$ cat src/rtl/ex_mem_skid_stage.sv
// ex_mem_skid_stage
// Execute-to-memory pipeline register with a two-entry skid buffer.
// The main entry drives the mem_* outputs; the skid entry absorbs one
// extra result when memory stalls, so ex_ready can be a registered signal
// (ex_ready = !skid_valid) with no combinational path from mem_ready.
//
// Optional build macro: EX_MEM_FLAGS_EN adds mem_zero / mem_neg result flags,
// computed at capture time and carried with the entry.
//
// Ports:
//   clk, reset      clock (rising edge), synchronous active-low reset
//   flush           synchronous kill of all held entries
//   ex_valid/ready  upstream handshake (ex_ready registered)
//   ex_result/store/rd/ctrl  upstream payload
//   mem_valid/ready downstream handshake
//   mem_result/store/rd/ctrl registered downstream payload
//   occupancy       number of valid entries held (0..2), registered
//   mem_zero/neg    (EX_MEM_FLAGS_EN only) flags of the presented result

module ex_mem_skid_stage #(
    parameter int unsigned N     = 16,
    parameter int unsigned REGW  = 4,
    parameter int unsigned CTRLW = 3
) (
    input  logic             clk,
    input  logic             reset,
    input  logic             flush,
    input  logic             ex_valid,
    output logic             ex_ready,
    input  logic [N-1:0]     ex_result,
    input  logic [N-1:0]     ex_store,
    input  logic [REGW-1:0]  ex_rd,
    input  logic [CTRLW-1:0] ex_ctrl,
    output logic             mem_valid,
    input  logic             mem_ready,
    output logic [N-1:0]     mem_result,
    output logic [N-1:0]     mem_store,
    output logic [REGW-1:0]  mem_rd,
    output logic [CTRLW-1:0] mem_ctrl,
`ifdef EX_MEM_FLAGS_EN
    output logic             mem_zero,
    output logic             mem_neg,
`endif
    output logic [1:0]       occupancy
);

    // One buffered entry's payload.
    typedef struct packed {
        logic [N-1:0]     result;
        logic [N-1:0]     store;
        logic [REGW-1:0]  rd;
        logic [CTRLW-1:0] ctrl;
`ifdef EX_MEM_FLAGS_EN
        logic             zero;
        logic             neg;
`endif
    } entry_t;

    entry_t     main_q, main_d;
    entry_t     skid_q, skid_d;
    logic       main_v_q, main_v_d;
    logic       skid_v_q, skid_v_d;
    logic       ready_q, ready_d;
    logic [1:0] occ_q, occ_d;

    logic   accept_c;
    logic   emit_c;
    entry_t incoming_c;

    // Pack the upstream payload (and derived flags) into an entry.
    always_comb begin
        incoming_c        = '0;
        incoming_c.result = ex_result;
        incoming_c.store  = ex_store;
        incoming_c.rd     = ex_rd;
        incoming_c.ctrl   = ex_ctrl;
`ifdef EX_MEM_FLAGS_EN
        incoming_c.zero   = (ex_result == '0);
        incoming_c.neg    = ex_result[N-1];
`endif
    end

    assign accept_c = ex_valid && ready_q;
    assign emit_c   = main_v_q && mem_ready;

    // Next-state for the two entries; data regs hold unless loaded.
    always_comb begin
        main_d   = main_q;
        skid_d   = skid_q;
        main_v_d = main_v_q;
        skid_v_d = skid_v_q;

        if (flush) begin
            // Accept is dropped; a same-edge emit has already completed.
            main_v_d = 1'b0;
            skid_v_d = 1'b0;
        end else if (!main_v_q) begin
            if (accept_c) begin
                main_d   = incoming_c;
                main_v_d = 1'b1;
            end
        end else if (!skid_v_q) begin
            if (accept_c && emit_c) begin
                main_d = incoming_c;
            end else if (accept_c) begin
                skid_d   = incoming_c;
                skid_v_d = 1'b1;
            end else if (emit_c) begin
                main_v_d = 1'b0;
            end
        end else begin
            // Full: ex_ready is low so no accept can happen here.
            if (emit_c) begin
                main_d   = skid_q;
                skid_v_d = 1'b0;
            end
        end

        ready_d = !skid_v_d;
        occ_d   = 2'(main_v_d) + 2'(skid_v_d);
    end

    // State registers with synchronous active-low reset.
    always_ff @(posedge clk) begin
        if (!reset) begin
            main_q   <= '0;
            skid_q   <= '0;
            main_v_q <= 1'b0;
            skid_v_q <= 1'b0;
            ready_q  <= 1'b1;
            occ_q    <= 2'd0;
        end else begin
            main_q   <= main_d;
            skid_q   <= skid_d;
            main_v_q <= main_v_d;
            skid_v_q <= skid_v_d;
            ready_q  <= ready_d;
            occ_q    <= occ_d;
        end
    end

    assign ex_ready   = ready_q;
    assign mem_valid  = main_v_q;
    assign mem_result = main_q.result;
    assign mem_store  = main_q.store;
    assign mem_rd     = main_q.rd;
    assign mem_ctrl   = main_q.ctrl;
    assign occupancy  = occ_q;
`ifdef EX_MEM_FLAGS_EN
    assign mem_zero   = main_q.zero;
    assign mem_neg    = main_q.neg;
`endif

endmodule
$ cat config.mk
export PLATFORM = sky130hd
export DESIGN_NAME = ex_mem_skid_stage
export DESIGN_NICKNAME = d
export VERILOG_FILES = /design/src/rtl/ex_mem_skid_stage.sv
export SDC_FILE = /design/constraint.sdc
export NUM_CORES = 1
export LEC_CHECK = 0
export CORE_MARGIN = 3
export CORE_UTILIZATION = 47
export DETAILED_ROUTE_END_ITERATION = 7
export PLACE_DENSITY = 0.77
export SETUP_SLACK_MARGIN = 0.05
export SLEW_MARGIN = 20
export SYNTH_ARGS = -nofsm -noshare
export SYNTH_HDL_FRONTEND = slang
export SYNTH_SLANG_ARGS = --single-unit
$ cat constraint.sdc
create_clock -name clk -period 1.4 [get_ports clk]
set_input_delay 0.28 -clock clk [delete_from_list [all_inputs] [get_ports clk]]
set_output_delay 0.28 -clock clk [all_outputs]
set_load 0.005 [all_outputs]
# [After elaboration in Yosys (flattened, before gate mapping)]
# Cells that the tools add are included.
[op_classes] add_sub_neg=1 multipliers=0 n_div=0 magnitude_cmp=0 n_eq_ne=2 n_shift=0 n_mux=16 bitwise_logic=3 reduce_logical=7
[ops] operator="$mux 39" n=5
[ops] operator="$mux 1" n=11
[ops] operator="$reduce_and 5->1" n=1
[ops] operator="$reduce_and 4->1" n=1
[ops] operator="$logic_and 1x1->1" n=3
[ops] operator="$ne 3x1->1 const B" n=1
[ops] operator="$ne 3x2->1 const B" n=1
[ops] operator="$not 1->1" n=3
[ops] operator="$add 1x1->2" n=1
[ops] operator="$reduce_bool 2->1" n=1
[ops] operator="$logic_not 1->1" n=1
[totals] regBits=83 latch_bits=0 ram_bits=0 rom_bits=0 out_inout_bits=43 word_cells=41 memories=0

# [Logic depth before layout (Yosys ltp)]
[logic_depth] ltp_word=8 depth_mapped=7 ltp_nobuf=5

# [Worst setup path before layout]
# Ideal clock, no wire load.
[synth_path] path_type="input-to-reg" startpoint="in flush" endpoint="reg occ_q[0], in the netlist occupancy[0]" arrival_time_ps=1314 t_required_ps=1285 path_slack_ps=-29 cell_stages=5 n_path_buf=2 path_cell_list="clkbuf_1 clkbuf_1 a21oi_1 ha_1 and2_1"
[synth_between] elab_chain_len=2
[synth_lines] item="from (decl)" line_no="27" text="input logic flush,"
[synth_lines] item="$mux 1" line_no="93" text="if (flush) begin"
[synth_lines] item="via main_v_d" line_no="61" text="logic main_v_q, main_v_d;"
[synth_lines] item="$add 1x1->2" line_no="120" text="occ_d = 2'(main_v_d) + 2'(skid_v_d);"
[synth_lines] item="via occ_d[0]" line_no="64" text="logic [1:0] occ_q, occ_d;"
[synth_lines] item="to (signal assigned)" line_no="131" text="occ_q <= 2'd0;"
[synth_lines] item="to (signal assigned)" line_no="138" text="occ_q <= occ_d;"
[synth_lines] item="to (decl)" line_no="64"
# The timed path passes the listed nets, and every way through them passes these cells.
# A chain may end at the register's enable or synchronous reset.

# [Final worst setup path]
[layout_path] startpoint="reg main_v_q, in the netlist mem_valid" endpoint="reg main_q, in the netlist mem_result[1]"
[layout_between] elab_chain_len=4
[layout_lines] item="from (decl)" line_no="61"
[layout_lines] item="from (signal assigned)" line_no="135" text="main_v_q <= main_v_d;"
[layout_lines] item="$logic_and 1x1->1" line_no="84" text="assign emit_c = main_v_q && mem_ready;"
[layout_lines] item="$logic_and 1x1->1" line_no="103" text="if (accept_c && emit_c) begin"
[layout_lines] item="$ne 3x1->1 (no source line)"
[layout_lines] item="$reduce_and 4->1 (no source line)"
[layout_lines] item="to (signal assigned)" line_no="133" text="main_q <= main_d;"
[layout_lines] item="to (decl)" line_no="59" text="entry_t main_q, main_d;"
# Parallel ways exist; a longest one is shown, timed or not.

==> reports/qor.yml <==
detailed_routing:
  drt_first_iter_violations: 282
  wl_um: 14440
  vias_per_cell: 6.590
  ant_nets: 0
  dr.pass1.iters: 5
  vias: 4468
  drc: 0
  wl_per_cell_um: 21.30
worst_setup_path:
  worstPathRequired_ns: 1.68
  end_kind: "flip-flop"
  cp.arrival_ns: 1.83
  cp_common_cell: "buf_12"
  critPathSlowestCell: "dfxtp_2"
  path_class: "flip-flop to flip-flop"
  cp_max_fo: 24
  cpPeakStageDelay_ns: 0.34
  cp_num_buf_inv: 3
  path_cells: "buf_12 > buf_16 > nor2b_4 > buf_12 > a2111o_1 > a21oi_1"
  cpLargestDelayFamily: "compound AO/OA/AOI/OAI gates"
  start_kind: "flip-flop"
sta:
  slew_headroom_pct: 61.27
  maxSlewViolCount: 0
  clock_skew_ns: 0.01226
  min_period_over_period_pct: 111.1
  hold_viol_final: 0
  max_freq_mhz: 642.9
  finalWorstSetupSlack_ns: -0.1554
  rsz0062_at_grt: "yes"
  setup_tns_ns: -4.273
  hold_ws_ns: 0.4163
  setup_viol_count_final: 70
  finalCriticalPeriod_ns: 1.555
  tightest_slew_ns: 0.5809
synth:
  seq_area_frac_synth_pct: 38.64
  syn-cell-area_sq_mm: 0.004300
  yosys_warnings: 0
  syn-num-nets: 528
  syn_area_per_cell_sq_um: 8.903
  synth-seq-cells: 83
  synth_cell_types: 24
  syn_inst: 483
global_route:
  track_usage_pct: 25.26
  antenna_found_initial: 0
  overflow: 0
  grt_pass1_wl_um: 21150
  grt_pass1_vias: 4228
  grt_max_degree: 55
place:
  dp_cells: 650
  gp_congestion: 0.8002
  hpwl_um: 7527
  pre_cts_ws_ns: -0.3961
  port_buffers: 86
  place_area_sq_mm: 0.005390
finish:
  utilization_pct: 71.27
  area_growth_pct: 45.94
  fin_nets: 611
  finalNonFillerCells: 678
  drive_gt1_share_pct: 27.89
  num_antenna_cells: 0
  n_fill_cell: 647
  final_common_cell: "dfxtp_1"
  stdcell_area_sq_mm: 0.006276
  final_cell_mix: "dfxtp_1, a21oi_1, nand3_1, dlygate4sd2_1, clkdlybuf4s50_1"
floorplanning:
  dieArea_sq_mm: 0.01033
  die_y_um: 101.7
  core_area_sq_mm: 0.008806
  std_cell_rows: 34
  io_pins: 87
  die_x_um: 101.7
  start_util_pct: 48.83
status:
  status: "finished with violations"
  violations: "setup timing"
clock_tree:
  cts_tree: "done"
  cts_buffer_depth: 2
  cts_buffers: 9
  clk_pin_slew_worst_paths_ns: 0.08
  root_buffer: "clkbuf_8"
  clk_latency_ns: 0.36
  cts_sinks: 83
  cts_max_level: 3
pwr:
  power_mw: 5.099
  p_per_area_mw_per_mm2: 812.4
  p_leak_nw: 2.371
  ir_worst_vdd_mv: 0.5422
hold_path:
  hold_class: "input port to flip-flop"
flow_run:
  cap_viol_max_count: 0
logic make-up after synthesis:
logic type	share of synthesized area, %
flops	38.64
fa+ha+maj	0.2909
compound gates	40.91
simple gates	10.65
buf+inv	9.514
worst min-delay path, delay by kind of cell:
kind | cells | cell delay (ns)
buffers and inverters | 2 | 0.28
AO/OA/AOI/OAI | 2 | 0.16
state kept, by name (all words and copies together), names as in the netlist:
name	flops
mem_valid	1
mem_result	16
skid_q	39
ex_ready	1
mem_rd	4
occupancy	2
skid_v_q	1
mem_ctrl	3
mem_store	16
repair_timing:
action / CTS / global route
setup endpoints to repair: 121 / 81
buffers inserted: 2 / 2
pin swaps: 7 / 47
cloned: 5 / 4
hold buffers: 0 / 0
hold endpoints to repair: 0 / 0
gates resized for setup: 90 / 99
Yosys cell counts:
library cell | number | area, sq um
dfxtp_1 | 83 | 1662
nor2b_4 | 1 | 13.76
and3_1 | 1 | 6.260
buf_2 | 27 | 135.1
buf_4 | 5 | 37.54
inv_1 | 1 | 3.750
nand2_1 | 2 | 7.510
a22oi_4 | 1 | 21.27
a21bo_1 | 39 | 390.4
and2_1 | 3 | 18.77
o21ai_1 | 20 | 100.1
buf_6 | 12 | 135.1
inv_2 | 1 | 3.750
ha_1 | 1 | 12.51
clkbuf_1 | 25 | 93.84
o21a_1 | 1 | 7.510
a2111o_1 | 39 | 439.2
or3_1 | 1 | 6.260
a211oi_1 | 1 | 7.510
o31ai_1 | 39 | 292.8
nor3_2 | 1 | 10.01
o21ai_0 | 20 | 100.1
nand3_1 | 79 | 395.4
a21oi_1 | 80 | 400.4
layer usage:
layer / track usage [%] / vias up / share of wire, %
met1: 33.97 / 2159 / 42
met3: 3.512 / 43 / 6.9
met4: 9.100 / 0 / 3.0
met5: 0 / - / 0
met2: 41.40 / 232 / 49
li1: - / 2034 / -
path summary, 6_finish.rpt:
| check | start | end | slack (ns) | cells after the start |
|---|---|---|---|---|
| worst max-delay path | mem_valid$_SDFF_PN0_ | mem_result[1]$_SDFFE_PN0P_ | -0.16 | 6 |
| worst min-delay path | flush | mem_result[3]$_SDFFE_PN0P_ | 0.42 | 4 |
| worst max register to register | mem_valid$_SDFF_PN0_ | mem_result[1]$_SDFFE_PN0P_ | -0.16 | 6 |
| worst min register to register | mem_store[4]$_SDFFE_PN0P_ | mem_store[4]$_SDFFE_PN0P_ | 0.47 | 2 |
final cells by class:
class	count	area (sq um)	area share [%]
multi-input cells	329	2655	42.30
flip-flops and latches	83	1687	26.87
repair buffers	141	1613	25.70
clock buffers	13	168.9	2.691
well taps	108	135.1	2.153
clock inverters	2	10.01	0.1595
inverters	2	7.507	0.1196
power by group:
part / total (mW) / switching (mW) / internal (mW)
sequential: 2.47 / 0.0403 / 2.43
combinational: 0.986 / 0.500 / 0.486
clock: 1.65 / 0.868 / 0.777
No activity file was read; power rests on OpenSTA's default activity.
